`src/rtl/pipeline_ctrl_pkg.sv`:
```
// Shared types and widths for the pipeline stall/flush sequencer and its helpers.
package pipeline_ctrl_pkg;

    typedef enum logic [0:0] {CTRL_RUN, CTRL_MDU_WAIT} ctrl_state_t;

    localparam int REG_ADDR_W = 5;

endpackage

```
`src/rtl/pipeline_ctrl_if.sv`:
```
// Hazard inputs from the stage registers and the stall/flush/MDU controls driven back to them.
interface pipeline_ctrl_if #(
    parameter int REG_ADDR_W = pipeline_ctrl_pkg::REG_ADDR_W,
    parameter int PERF_W     = 32
);
    logic [REG_ADDR_W-1:0] id_rs1;
    logic [REG_ADDR_W-1:0] id_rs2;
    logic                  id_uses_rs1;
    logic                  id_uses_rs2;
    logic [REG_ADDR_W-1:0] ex_rd;
    logic                  ex_reg_write;
    logic                  ex_mem_read;
    logic                  ex_is_mdu;
    logic                  ex_redirect;
    logic                  mdu_done;

    logic                  stall_if;
    logic                  stall_id;
    logic                  stall_ex;
    logic                  flush_id;
    logic                  flush_ex;
    logic                  mdu_start;
    logic                  mdu_timeout;
    logic [PERF_W-1:0]     stall_count;

    modport master (
        output id_rs1, id_rs2, id_uses_rs1, id_uses_rs2, ex_rd, ex_reg_write,
               ex_mem_read, ex_is_mdu, ex_redirect, mdu_done,
        input  stall_if, stall_id, stall_ex, flush_id, flush_ex, mdu_start,
               mdu_timeout, stall_count
    );

    modport slave (
        input  id_rs1, id_rs2, id_uses_rs1, id_uses_rs2, ex_rd, ex_reg_write,
               ex_mem_read, ex_is_mdu, ex_redirect, mdu_done,
        output stall_if, stall_id, stall_ex, flush_id, flush_ex, mdu_start,
               mdu_timeout, stall_count
    );
endinterface

```
`src/rtl/pipeline_ctrl_load_use.sv`:
```
// Pure combinational load-use compare between the ID operands and a load sitting in EX.
module load_use_detect
    import pipeline_ctrl_pkg::*;
(
    input  logic [REG_ADDR_W-1:0] i_id_rs1,
    input  logic [REG_ADDR_W-1:0] i_id_rs2,
    input  logic                  i_id_uses_rs1,
    input  logic                  i_id_uses_rs2,
    input  logic [REG_ADDR_W-1:0] i_ex_rd,
    input  logic                  i_ex_reg_write,
    input  logic                  i_ex_mem_read,
    output logic                  o_load_use
);
    logic w_ex_load_wr;
    logic w_rs1_hit;
    logic w_rs2_hit;

    // x0 is hard-wired zero, so a load targeting it can never create a dependency.
    assign w_ex_load_wr = i_ex_mem_read & i_ex_reg_write & (i_ex_rd != '0);
    assign w_rs1_hit    = i_id_uses_rs1 & (i_id_rs1 == i_ex_rd);
    assign w_rs2_hit    = i_id_uses_rs2 & (i_id_rs2 == i_ex_rd);
    assign o_load_use   = w_ex_load_wr & (w_rs1_hit | w_rs2_hit);

endmodule

```
`src/rtl/pipeline_ctrl.sv`:
```
// Stall/flush sequencer for the 5-stage core: redirect squash, load-use bubble and
// the MDU start/done handshake with a watchdog and a saturating stall-cycle counter.
module pipeline_ctrl
    import pipeline_ctrl_pkg::*;
#(
    parameter int MDU_MAX_CYCLES = 40,
    parameter int PERF_W         = 32
) (
    input  logic            clk,
    input  logic            rst_n,
    pipeline_ctrl_if.slave  bus
);
    localparam int               WD_W    = (MDU_MAX_CYCLES > 2) ? $clog2(MDU_MAX_CYCLES) : 1;
    localparam logic [WD_W-1:0]  WD_LAST = WD_W'(MDU_MAX_CYCLES - 1);
    localparam logic [PERF_W-1:0] CNT_MAX = '1;

    ctrl_state_t       r_state;
    ctrl_state_t       w_state_nxt;
    logic [WD_W-1:0]   r_wdog;
    logic              r_timeout;
    logic [PERF_W-1:0] r_stall_cnt;

    logic w_load_use;
    logic w_stall_if;
    logic w_stall_id;
    logic w_stall_ex;
    logic w_flush_id;
    logic w_flush_ex;
    logic w_mdu_start;
    logic w_timeout_set;

    load_use_detect u_load_use (
        .i_id_rs1       (bus.id_rs1),
        .i_id_rs2       (bus.id_rs2),
        .i_id_uses_rs1  (bus.id_uses_rs1),
        .i_id_uses_rs2  (bus.id_uses_rs2),
        .i_ex_rd        (bus.ex_rd),
        .i_ex_reg_write (bus.ex_reg_write),
        .i_ex_mem_read  (bus.ex_mem_read),
        .o_load_use     (w_load_use)
    );

    // Outputs are gated by rst_n so an in-flight MDU op is dropped the moment reset asserts.
    always_comb begin
        w_state_nxt   = r_state;
        w_stall_if    = 1'b0;
        w_stall_id    = 1'b0;
        w_stall_ex    = 1'b0;
        w_flush_id    = 1'b0;
        w_flush_ex    = 1'b0;
        w_mdu_start   = 1'b0;
        w_timeout_set = 1'b0;
        if (rst_n) begin
            case (r_state)
                CTRL_RUN: begin
                    if (bus.ex_redirect) begin
                        w_flush_id = 1'b1;
                        w_flush_ex = 1'b1;
                    end else if (bus.ex_is_mdu) begin
                        w_mdu_start = 1'b1;
                        w_stall_if  = 1'b1;
                        w_stall_id  = 1'b1;
                        w_stall_ex  = 1'b1;
                        w_state_nxt = CTRL_MDU_WAIT;
                    end else if (w_load_use) begin
                        w_stall_if  = 1'b1;
                        w_stall_id  = 1'b1;
                        w_flush_ex  = 1'b1;
                    end
                end
                CTRL_MDU_WAIT: begin
                    if (bus.mdu_done) begin
                        w_state_nxt = CTRL_RUN;
                    end else if (r_wdog == WD_LAST) begin
                        // Abort: drop the stuck op from EX and resume fetching.
                        w_flush_ex    = 1'b1;
                        w_timeout_set = 1'b1;
                        w_state_nxt   = CTRL_RUN;
                    end else begin
                        w_stall_if = 1'b1;
                        w_stall_id = 1'b1;
                        w_stall_ex = 1'b1;
                    end
                end
                default: w_state_nxt = CTRL_RUN;
            endcase
        end
    end

    always_ff @(posedge clk) begin
        if (!rst_n) begin
            r_state     <= CTRL_RUN;
            r_wdog      <= '0;
            r_timeout   <= 1'b0;
            r_stall_cnt <= '0;
        end else begin
            r_state <= w_state_nxt;
            // Held at zero in RUN so the first wait cycle always sees a fresh count.
            if (r_state == CTRL_MDU_WAIT) begin
                r_wdog <= r_wdog + WD_W'(1);
            end else begin
                r_wdog <= '0;
            end
            if (w_timeout_set) begin
                r_timeout <= 1'b1;
            end
            if (w_stall_if && (r_stall_cnt != CNT_MAX)) begin
                r_stall_cnt <= r_stall_cnt + PERF_W'(1);
            end
        end
    end

    assign bus.stall_if    = w_stall_if;
    assign bus.stall_id    = w_stall_id;
    assign bus.stall_ex    = w_stall_ex;
    assign bus.flush_id    = w_flush_id;
    assign bus.flush_ex    = w_flush_ex;
    assign bus.mdu_start   = w_mdu_start;
    assign bus.mdu_timeout = r_timeout;
    assign bus.stall_count = r_stall_cnt;

endmodule

```
`src/flat_wrapper.sv`:
```
// flat-port wrapper written by rule: the top's interface ports become plain ports
module pipeline_ctrl_flat import pipeline_ctrl_pkg::*;
#(
    parameter int MDU_MAX_CYCLES = 40,
    parameter int PERF_W         = 32
)
  (clk, rst_n, bus_id_rs1, bus_id_rs2, bus_id_uses_rs1, bus_id_uses_rs2, bus_ex_rd, bus_ex_reg_write, bus_ex_mem_read, bus_ex_is_mdu, bus_ex_redirect, bus_mdu_done, bus_stall_if, bus_stall_id, bus_stall_ex, bus_flush_id, bus_flush_ex, bus_mdu_start, bus_mdu_timeout, bus_stall_count);
  pipeline_ctrl_if #(.PERF_W(PERF_W)) bus_i ();
  input  logic clk;
  input  logic rst_n;
  input wire logic [$bits(bus_i.id_rs1)-1:0] bus_id_rs1;
  input wire logic [$bits(bus_i.id_rs2)-1:0] bus_id_rs2;
  input wire logic [$bits(bus_i.id_uses_rs1)-1:0] bus_id_uses_rs1;
  input wire logic [$bits(bus_i.id_uses_rs2)-1:0] bus_id_uses_rs2;
  input wire logic [$bits(bus_i.ex_rd)-1:0] bus_ex_rd;
  input wire logic [$bits(bus_i.ex_reg_write)-1:0] bus_ex_reg_write;
  input wire logic [$bits(bus_i.ex_mem_read)-1:0] bus_ex_mem_read;
  input wire logic [$bits(bus_i.ex_is_mdu)-1:0] bus_ex_is_mdu;
  input wire logic [$bits(bus_i.ex_redirect)-1:0] bus_ex_redirect;
  input wire logic [$bits(bus_i.mdu_done)-1:0] bus_mdu_done;
  output wire logic [$bits(bus_i.stall_if)-1:0] bus_stall_if;
  output wire logic [$bits(bus_i.stall_id)-1:0] bus_stall_id;
  output wire logic [$bits(bus_i.stall_ex)-1:0] bus_stall_ex;
  output wire logic [$bits(bus_i.flush_id)-1:0] bus_flush_id;
  output wire logic [$bits(bus_i.flush_ex)-1:0] bus_flush_ex;
  output wire logic [$bits(bus_i.mdu_start)-1:0] bus_mdu_start;
  output wire logic [$bits(bus_i.mdu_timeout)-1:0] bus_mdu_timeout;
  output wire logic [$bits(bus_i.stall_count)-1:0] bus_stall_count;
  assign bus_i.id_rs1 = bus_id_rs1;
  assign bus_i.id_rs2 = bus_id_rs2;
  assign bus_i.id_uses_rs1 = bus_id_uses_rs1;
  assign bus_i.id_uses_rs2 = bus_id_uses_rs2;
  assign bus_i.ex_rd = bus_ex_rd;
  assign bus_i.ex_reg_write = bus_ex_reg_write;
  assign bus_i.ex_mem_read = bus_ex_mem_read;
  assign bus_i.ex_is_mdu = bus_ex_is_mdu;
  assign bus_i.ex_redirect = bus_ex_redirect;
  assign bus_i.mdu_done = bus_mdu_done;
  assign bus_stall_if = bus_i.stall_if;
  assign bus_stall_id = bus_i.stall_id;
  assign bus_stall_ex = bus_i.stall_ex;
  assign bus_flush_id = bus_i.flush_id;
  assign bus_flush_ex = bus_i.flush_ex;
  assign bus_mdu_start = bus_i.mdu_start;
  assign bus_mdu_timeout = bus_i.mdu_timeout;
  assign bus_stall_count = bus_i.stall_count;
  pipeline_ctrl #(.MDU_MAX_CYCLES(MDU_MAX_CYCLES), .PERF_W(PERF_W)) u_core (.clk(clk), .rst_n(rst_n), .bus(bus_i));
endmodule
```
`config.mk`:
```
export PLATFORM = sky130hd
export DESIGN_NAME = pipeline_ctrl_flat
export DESIGN_NICKNAME = d
export VERILOG_FILES = /design/src/rtl/pipeline_ctrl_pkg.sv /design/src/rtl/pipeline_ctrl_if.sv /design/src/rtl/pipeline_ctrl_load_use.sv /design/src/rtl/pipeline_ctrl.sv /design/src/flat_wrapper.sv
export SDC_FILE = /design/constraint.sdc
export NUM_CORES = 1
export LEC_CHECK = 0
export BUFFER_PORTS_ARGS = -buffer_cell sky130_fd_sc_hd__buf_4
export CORE_AREA = 4 4 75 77
export DETAILED_ROUTE_END_ITERATION = 8
export DIE_AREA = 0 0 79 81
export PLACE_DENSITY_LB_ADDON = 0.08
export REMOVE_ABC_BUFFERS = 1
export SETUP_SLACK_MARGIN = 0.02
export SLEW_MARGIN = 20
export SYNTH_ARGS = -nofsm -noshare
export SYNTH_HDL_FRONTEND = slang
export SYNTH_HIERARCHICAL = 1
export SYNTH_SLANG_ARGS = --single-unit
```
`constraint.sdc`:
```
create_clock -name clk -period 2.1 [get_ports clk]
set_input_delay 0.21 -clock clk [delete_from_list [all_inputs] [get_ports clk]]
set_output_delay 0.21 -clock clk [all_outputs]
set_load 0.1 [all_outputs]
```
==> Word-level counts from Yosys, hierarchy flattened <==
Index checks and enable logic that the tools add are counted.
{ "word_totals": {"out_inout_bits": 39, "register_bits": 40, "wordCells": 44} }
{ "classes": {"eq_ne": 4, "n_reduce_logical": 3, "n_mux": 24, "addsub": 2, "n_bitwise": 7} }
{ "op_table": {"columns": ["op", "count"], "rows": [
  ["adder 32 x 1 -> 32 bit (second input constant)", 1],
  ["!= test 32 bit (second input constant)", 1],
  ["two-way mux 1 bit", 21],
  ["equality test 5 bit", 2],
  ["adder 6 x 1 -> 6 bit (second input constant)", 1],
  ["equality test 6 bit (second input constant)", 1],
  ["case mux 1 bit (2 select lines)", 3],
  ["AND 1 bit", 5],
  ["nonzero test 5 bit", 1],
  ["AND reduction 2 bit", 1],
  ["logical AND 1 bit", 1],
  ["NOT 1 bit", 1],
  ["bitwise OR 1 bit", 1]
]} }

==> Longest topological paths before layout <==
Gate-level depths: netlist of the first run.
{ "logic_depth": {"depth_word": 10, "depth_mapped": 11, "mapped_depth_nobuf": 10} }

==> By module <==
Netlist of the first run, hierarchy kept.
{ "modules_own_cells": {"columns": ["mod", "cells_per_inst", "n_inst", "area_each_um2"], "rows": [
  ["pipeline_ctrl", 253, 1, 2165.8],
  ["load_use_detect", 17, 1, 135.1]
]} }

==> Least setup slack after synthesis of the first run <==
No wires, ideal clock.
{ "synth_timing": {"path_type": "input port to output port", "from": "in bus_id_rs1[0]", "to": "out bus_stall_if", "path_stages": 10, "arrival_ns": 2.575, "path_slack_ns": -0.685, "path_cell_list": "xor2_1 > nor4_1 > nand3_1 > a21oi_1 > nor2_1 > o31ai_4 > nand2_1 > buf_2 > inv_1 > buf_4"} }
{ "synth_between": {"elab_chain_cells": 9} }
{ "synth_rtl": {"columns": ["element", "line", "source"], "rows": [
  ["from (decl)", "flat_wrapper.sv:11", "input wire logic [$bits(bus_i.id_rs1)-1:0] bus_id_rs1;"],
  ["equality test 5 bit", "pipeline_ctrl_load_use.sv:20", "assign w_rs1_hit = i_id_uses_rs1 & (i_id_rs1 == i_ex_rd);"],
  ["AND 1 bit", "pipeline_ctrl_load_use.sv:20", null],
  ["bitwise OR 1 bit", "pipeline_ctrl_load_use.sv:22", "assign o_load_use = w_ex_load_wr & (w_rs1_hit | w_rs2_hit);"],
  ["AND 1 bit", "pipeline_ctrl_load_use.sv:22", null],
  ["net u_core.w_load_use", "pipeline_ctrl.sv:23", "logic w_load_use;"],
  ["two-way mux 1 bit (3 in series)", null, null],
  ["case mux 1 bit (2 select lines)", null, null],
  ["two-way mux 1 bit", null, null],
  ["to (decl)", "flat_wrapper.sv:21", "output wire logic [$bits(bus_i.stall_if)-1:0] bus_stall_if;"]
]} }
The timed path passes the listed nets, and every way through them passes these cells.

==> Worst setup path after layout of the first run <==
{ "layout_timing": {"from": "in bus_ex_rd[3]", "to": "reg u_core.r_stall_cnt[23], in the netlist u_core/bus.stall_count[23]"} }
{ "layout_between": {"elab_chain_cells": 10, "elab_cells_between_ends": 14, "classes_between": "eq/ne: 2; mux: 5; bitwise: 5; reduce/logical: 2"} }
{ "layout_rtl": {"columns": ["element", "line", "source"], "rows": [
  ["from (decl)", "flat_wrapper.sv:15", "input wire logic [$bits(bus_i.ex_rd)-1:0] bus_ex_rd;"],
  ["equality test 5 bit (on tied branches)", "pipeline_ctrl_load_use.sv:20, pipeline_ctrl_load_use.sv:21", null],
  ["AND 1 bit (on tied branches)", "pipeline_ctrl_load_use.sv:20, pipeline_ctrl_load_use.sv:21", null],
  ["bitwise OR 1 bit", "pipeline_ctrl_load_use.sv:22", null],
  ["AND 1 bit *", "pipeline_ctrl_load_use.sv:22", null],
  ["net u_core.w_load_use", "pipeline_ctrl.sv:23", null],
  ["two-way mux 1 bit *", "pipeline_ctrl.sv:65", "end else if (w_load_use) begin"],
  ["two-way mux 1 bit *", "pipeline_ctrl.sv:59", "end else if (bus.ex_is_mdu) begin"],
  ["two-way mux 1 bit *", "pipeline_ctrl.sv:56", "if (bus.ex_redirect) begin"],
  ["case mux 1 bit (2 select lines) *", "pipeline_ctrl.sv:54", "case (r_state)"],
  ["two-way mux 1 bit *", "pipeline_ctrl.sv:53", "if (rst_n) begin"],
  ["logical AND 1 bit *", "pipeline_ctrl.sv:107", "if (w_stall_if && (r_stall_cnt != CNT_MAX)) begin"],
  ["to (signal assigned)", "pipeline_ctrl.sv:108", "r_stall_cnt <= r_stall_cnt + PERF_W'(1);"],
  ["to (decl)", "pipeline_ctrl.sv:21", "logic [PERF_W-1:0] r_stall_cnt;"]
]} }
Mark *: on every way through the listed nets, which the timed path passes. The rest lies on a longest branch.
A chain may end at the register's enable or synchronous reset.

==> flow_metrics.py, run 1 <==
metrics = {
    "outcome": {
        "status": "finished with violations",
        "violations": "setup timing",
    },
    "finish": {
        "multi_input_area_mm2": 0.00160,
        "fillers": 406,
        "regArea_um2": 803,
        "final_nets": 406,
        "drive_gt1_frac": 0.442,
        "final_area_mm2": 0.00359,
        "num_antenna_cells": 0,
        "syn_to_final_growth_pct": 55.8,
    },
    "synth": {
        "ys_types": 45,
        "syn_inst": 270,
        "ys_warn_count": 6,
        "synth.cell_area_mm2": 0.00230,
        "synth_area_leaders": "dfxtp_1, a21oi_1, nand3_1",
        "ys_ff_latch": 40,
        "synth_area_leader_cell": "dfxtp_1",
        "avgSynthCellArea_um2": 8.52,
        "synth-main-ff-cell": "dfxtp_1",
        "synth_top_area_frac": 0.348,
        "yosysSeqAreaShare": 0.348,
        "synth-edff-count": 0,
        "synth_async_sr_flop_share": 0,
    },
    "routing": {
        "vias": 2502,
        "routed.top_layer": "met4",
        "drt_first_iter_violations": 104,
        "ant_nets": 0,
        "drc": 0,
        "drt-met1-wl_um": 2780,
        "met2_length_um": 3360,
        "via_per_inst": 5.56,
        "wl_met3_um": 412,
        "wl_um": 6650,
        "dr.pass1.iters": 4,
        "routedWlPerCell_um": 14.8,
    },
    "floorplan": {
        "die_x_um": 79,
        "dieArea_mm2": 0.00640,
        "boundaryPins": 63,
        "coreArea_mm2": 0.00501,
        "num_rows": 26,
        "die_y_um": 81,
        "initial_core_util": 0.459,
    },
    "clock_tree": {
        "cts_sinks": 40,
        "cts.clk_slew.worst_paths_ns": 0.08,
        "clock-root-buffer": "clkbuf_8",
        "clk_path_buf_depth": 2,
        "cts_max_level": 2,
        "clk_latency_ns": 0.29,
        "numCtsBuffers": 5,
        "cts_tree": "built",
        "cts_hold_buf": 0,
    },
    "global_routing": {
        "grt_pass1_vias": 2303,
        "grt.total_usage": 0.199,
        "grt_pass1_wl_um": 10200,
        "grt.overflow.total": 0,
        "grt_start_max_net_pins": 20,
        "antenna_found_initial": 0,
    },
    "setup_path": {
        "cp.required_ns": 2.33,
        "crit_path_end_kind": "register",
        "cp_max_fo": 6,
        "path_class": "input pin to register",
        "crit_path_start_kind": "input pin",
        "cp_data_arrival_time_ns": 2.47,
    },
    "timing": {
        "worstMarginPinSlew_ns": 0.653,
        "finalMaxSlewViolations": 0,
        "slew_headroom": 0.561,
        "setup_viol": 15,
        "hold_viol_final": 0,
        "final.period_utilization": 1.07,
        "rsz0062_at_grt": "yes",
        "worst_hold_slack_ns": 0.203,
        "layout_setup_ws_ns": -0.139,
        "period_minus_slack_ns": 2.24,
        "skew_ns": 0.00442,
        "fmax_ghz": 0.447,
    },
    "place": {
        "port_buffers": 62,
        "place_hpwl_um": 4540,
        "placed_cell_area_mm2": 0.00307,
        "gp_congestion": 0.830,
    },
    "hold_path": {
        "hp-class": "input pin to register",
    },
    "power_and_ir_drop": {
        "clock_power_share": 0.349,
        "power_density_mw_per_mm2": 444,
        "p_sw_frac": 0.269,
        "p_seq_frac": 0.483,
        "p_int_w": 0.00116,
        "switchingPower_w": 0.000429,
        "irDropWorstVdd_mv": 0.303,
        "p_leak_nw": 1.37,
        "comb_power_share": 0.168,
    },
    "flow_run": {
        "max_cap_viol_count": 0,
    },
}
final timing paths:
check	end	start	cells past startpoint	slack [ns]
worst min register to register	u_core/r_wdog[0]$_SDFF_PN0_	u_core/r_wdog[0]$_SDFF_PN0_	1	0.45
worst max register to register	u_core/bus.stall_count[23]$_SDFFE_PN0P_	u_core/bus.stall_count[10]$_SDFFE_PN0P_	5	-0.05
worst min-delay path	u_core/bus.mdu_timeout$_SDFFE_PN0P_	bus_mdu_done	4	0.20
worst max-delay path	u_core/bus.stall_count[23]$_SDFFE_PN0P_	bus_ex_rd[3]	10	-0.14
cells in the mapped netlist, drive strengths merged (4+ instances only):
cell type,n
nand2b,5
nor4,10
nand4,13
dfxtp,40
nor2,15
clkbuf,5
or3,14
or4,12
a21oi,22
nand3,18
o31ai,13
o31a,4
buf,8
xor2,10
and3,6
nand2,21
o21ai,10
xnor2,4
mux2i,7
inv,6
nor3,5
what timing repair did:
item / 4_1_cts / 5_1_grt
pin swaps: 14 / 36
gates cloned: 0 / 0
setup endpoints to repair: 13 / 35
buffers inserted: 4 / 12
resized for setup: 23 / 41
layer usage:
| layer | vias up | GRT usage |
|---|---|---|
| li1 | 1250 | - |
| met1 | 1172 | 0.238 |
| met2 | 72 | 0.354 |
| met3 | 8 | 0.0455 |
| met4 | 0 | 0.0636 |
| met5 | - | 0 |
layout make-up:
type,instances,share of cell area
inverter,6,0.00733
multi-input combinational,211,0.447
sequential,40,0.224
timing repair buffer,116,0.270
tap,70,0.0244
clock buffer,7,0.0269
power by group through the flow:
stage	combinational [W]	sequential [W]	clock (W)
CTS	0.000244	0.000769	0.000567
detailed placement	0.000224	0.000786	0
finish	0.000268	0.000769	0.000556
floorplan	0.0000987	0.000813	0
global route	0.000285	0.000770	0.000601
global placement	0.000222	0.000786	0
cells by family after synthesis:
family | Yosys count | synth area share
AO/OA/AOI/OAI | 59 | 0.181
flip-flops | 40 | 0.348
AND/OR/NAND/NOR | 129 | 0.331
adder cells (fa/ha/maj) | 2 | 0.0109
multiplexers | 7 | 0.0305
buffers and inverters | 19 | 0.0462
XOR/XNOR | 14 | 0.0533
stage by stage:
stage / worst slack [ns] / utilization / power [W] / TNS, ns / instances
detailed placement: -0.377 / 0.612 / 0.00101 / -8.57 / 427
global route: -0.287 / 0.716 / 0.00166 / -4.19 / 450
finish: -0.139 / 0.716 / 0.00159 / -0.975 / 450
CTS: -0.0612 / 0.654 / 0.00158 / -0.154 / 438
global placement: -0.330 / 0.612 / 0.00101 / -8.34 / 427
floorplan: -1.36 / - / 0.000911 / -29.74 / 257
placed cells by master, fill, tap and decap left out, types with 3 or more instances in the layout:
master    netlist  routed
inv_1           6       5
nor4_4          0       3
o31ai_1        12      10
or4_4           1       5
o31a_1          4       4
and4_1          3       3
nand2b_1        5       5
or3_1          14      14
nand4_1        11      11
a21oi_2         1       6
a21oi_1        21      16
nand2_1        21      20
buf_4           2      98
mux2i_1         7       7
o21ai_2         5       5
nand3_1        18      17
or4_1          11       7
xor2_1         10      10
buf_6           1      14
dfxtp_1        40      38
and3_1          6       6
nor2_1         15      14
xnor2_1         4       4
and2_1          3       3
nor4_2          2       3
buf_12          1       3
clkbuf_8        0       7
o21ai_0         5       5
nor4_1          8       4
sequential cells by signal, summed over array words and instances, names as in the netlist:
| name | cells |
|---|---|
| u_core/r_wdog | 6 |
| u_core/bus.mdu_timeout | 1 |
| u_core/bus.stall_count | 32 |
| u_core/r_state | 1 |
worst max-delay path, cell delays in order:
cell and delay [ns]:
buf_6 0.10, xor2_1 0.15, nor4_1 0.26, nand3_1 0.13, a21oi_2 0.18, nor2_2 0.07
o31ai_4 0.30, nand4_1 0.32, or4_4 0.62, a21oi_2 0.12
(Power assumes the default switching activity.)
==> run 2, diff against run 1 <==
Settings changed: BUFFER_PORTS_ARGS -buffer_cell sky130_fd_sc_hd__buf_4 to -buffer_cell sky130_fd_sc_hd__buf_2.
==> run 2 against run 1 <==
- the flow still finishes with violations (setup timing)
- combinational power decreased by 8.2%
- setup slack better by 0.042 ns
- largest cell class unchanged
- register-to-register slack better by 0.08 ns
- design area is 7.4% lower
- via count shrank 1.5%
- non-clock buffer count shrank 8
- sequential share of layout area is 1.7 points higher
- maximum frequency up 1.9%
- highest routed layer unchanged
==> flow_metrics.py, run 2 (synthesized netlist as in run 1, its figures left out) <==
metrics = {
    "outcome": {
        "status": "finished with violations",
        "violations": "setup timing",
    },
    "timing": {
        "layout_setup_ws_ns": -0.0970,
        "finalMaxSlewViolations": 0,
        "rsz0062_at_grt": "yes",
        "worst_hold_slack_ns": 0.228,
        "fmax_ghz": 0.455,
        "period_minus_slack_ns": 2.20,
        "final.period_utilization": 1.05,
        "worstMarginPinSlew_ns": 0.498,
        "hold_viol_final": 0,
        "skew_ns": 0.00981,
        "slew_headroom": 0.670,
        "setup_viol": 9,
    },
    "setup_path": {
        "cp_max_fo": 5,
        "rr_worst_depth": 8,
        "r2r-start": "u_core/r_wdog[0]$_SDFF_PN0_",
        "critical_path.slowest_cell": "o31a_1",
        "cp.required_ns": 1.89,
        "rrSetupSlack_ns": 0.03,
        "startpoint": "u_core/r_wdog[0]$_SDFF_PN0_",
        "path_class": "register to primary output",
        "slowest_delay_ns": 0.37,
        "crit_path_start_kind": "register",
        "r2r_end": "u_core/bus.stall_count[3]$_SDFFE_PN0P_",
        "worstPathCellList": "ha_2 > nand4_1 > o31a_1 > nand2_1 > buf_6 > inv_4 > buf_6 > buf_12",
        "crit_path_end_kind": "primary output",
        "worst-path-buf-inv": 4,
        "path_common_cell": "buf_6",
        "cp_top_family": "buffers and inverters",
        "cp_data_arrival_time_ns": 1.99,
    },
    "global_routing": {
        "grt_pass1_vias": 2333,
        "grt.total_usage": 0.207,
        "grt_pass1_wl_um": 10700,
        "grt_start_max_net_pins": 22,
        "grt.overflow.total": 0,
        "antenna_found_initial": 0,
    },
    "clock_tree": {
        "clk_latency_ns": 0.30,
        "cts.clk_slew.worst_paths_ns": 0.07,
        "numCtsBuffers": 5,
        "clk_path_buf_depth": 2,
        "cts_hold_buf": 0,
        "cts_sinks": 40,
        "cts_tree": "built",
        "cts_max_level": 2,
        "clock-root-buffer": "clkbuf_8",
    },
    "hold_path": {
        "hold-path-cell-count": 4,
        "hp-class": "input pin to register",
        "hold_start": "bus_mdu_done",
        "hold_end": "u_core/bus.mdu_timeout$_SDFFE_PN0P_",
    },
    "routing": {
        "routedWlPerCell_um": 14.3,
        "wl_um": 6360,
        "drt_first_iter_violations": 110,
        "vias": 2465,
        "dr.pass1.iters": 4,
        "via_per_inst": 5.56,
        "drc": 0,
        "ant_nets": 0,
    },
    "place": {
        "placed_cells_incl_taps": 424,
        "gp_congestion": 0.793,
        "port_buffers": 62,
        "place_hpwl_um": 4480,
    },
    "finish": {
        "multi_input_area_mm2": 0.00153,
        "fillers": 466,
        "regArea_um2": 801,
        "drive_gt1_frac": 0.397,
        "fin_cells": 443,
        "final_common_cell": "buf_2",
        "final_nets": 398,
        "num_antenna_cells": 0,
        "syn_to_final_growth_pct": 44.3,
        "mostFrequentLayoutCells": "buf_2, buf_4, dfxtp_1",
        "largest_reg_flops": 32,
    },
    "power_and_ir_drop": {
        "p_sw_frac": 0.265,
        "switchingPower_w": 0.000437,
        "irDropWorstVdd_mv": 0.322,
        "p_seq_frac": 0.466,
        "comb_power_share": 0.149,
        "power_density_mw_per_mm2": 495,
        "p_int_w": 0.00121,
        "clock_power_share": 0.384,
        "p_leak_nw": 1.33,
    },
    "floorplan": {
        "coreArea_mm2": 0.00501,
        "die_x_um": 79,
        "num_rows": 26,
        "boundaryPins": 63,
        "die_y_um": 81,
        "initial_core_util": 0.459,
        "dieArea_mm2": 0.00640,
    },
    "flow_run": {
        "max_cap_viol_count": 0,
    },
}
[run 2: cell types whose count changed in the layout (fill, tap and decap cells not counted), sizes merged]
cell	delta
buf	-9
clkinv	+1
bufinv	+1
clkinvlp	-1
inv	+1
[run 2: worst max-delay path by stage]
stage	endpoint	slack, ns	cells past startpoint
after floorplan	u_core/bus.stall_count[9]$_SDFFE_PN0P_	-1.36	10
after global placement	u_core/bus.stall_count[25]$_SDFFE_PN0P_	-0.36	10
after detailed placement	u_core/bus.stall_count[31]$_SDFFE_PN0P_	-0.40	10
after CTS	bus_stall_id	-0.1	12
after global routing	u_core/bus.stall_count[25]$_SDFFE_PN0P_	-0.19	11
final	bus_stall_id	-0.1	8
[run 2: worst reg2reg max path: cells and delay by family, from the launching register on]
family                     cells  cell delay, ns
buffers and inverters          3            0.50
adders and majority gates      1            0.21
AOI/OAI and AO/OA              2            0.61
and+or+nand+nor                2            0.31
DFF                            1            0.33
[run 2: per-stage QoR]
| step | setup TNS (ns) | utilization | total power (W) | cell area [um^2] | setup slack (ns) |
|---|---|---|---|---|---|
| 2_1_floorplan | -29.74 | - | 0.000911 | 2220 | -1.36 |
| 4_1_cts | -0.575 | 0.634 | 0.00165 | 3180 | -0.0999 |
| 6_report | -0.408 | 0.663 | 0.00164 | 3320 | -0.0970 |
| 5_1_grt | -3.06 | 0.663 | 0.00171 | 3320 | -0.187 |
| 3_3_place_gp | -7.74 | 0.586 | 0.00100 | 2940 | -0.362 |
| 3_5_place_dp | -8.87 | 0.586 | 0.00100 | 2940 | -0.400 |
[run 2: power by group through the flow]
stage                     Clock (W)  Sequential [W]  Combinational (W)
after global routing       0.000684        0.000768           0.000261
after detailed placement          0        0.000785           0.000217
after CTS                  0.000648        0.000767           0.000237
after global placement            0        0.000784           0.000215
final                      0.000632        0.000767           0.000246
after floorplan                   0        0.000813          0.0000987
[run 2: area by class of cell]
cell class | instances | area share
clock buffers | 6 | 0.0219
well taps | 70 | 0.0264
clock inverters | 2 | 0.0106
repair buffers | 108 | 0.232
multi-input cells | 211 | 0.460
flip-flops and latches | 40 | 0.241
inverters | 6 | 0.00754
[run 2: metal layers]
layer,vias up,track usage,part of all wire
met3,6,0.0477,0.056
met4,0,0.0567,0.010
met5,-,0,0
met2,65,0.364,0.49
met1,1164,0.253,0.44
li1,1230,-,-
[run 2: what timing repair did]
action                                  4_1_cts  5_1_grt
pin swaps                                    22       16
endpoints found under the setup margin       13       35
buffers inserted                              5        5
gates resized for setup                      24       23
gates cloned                                  0        1
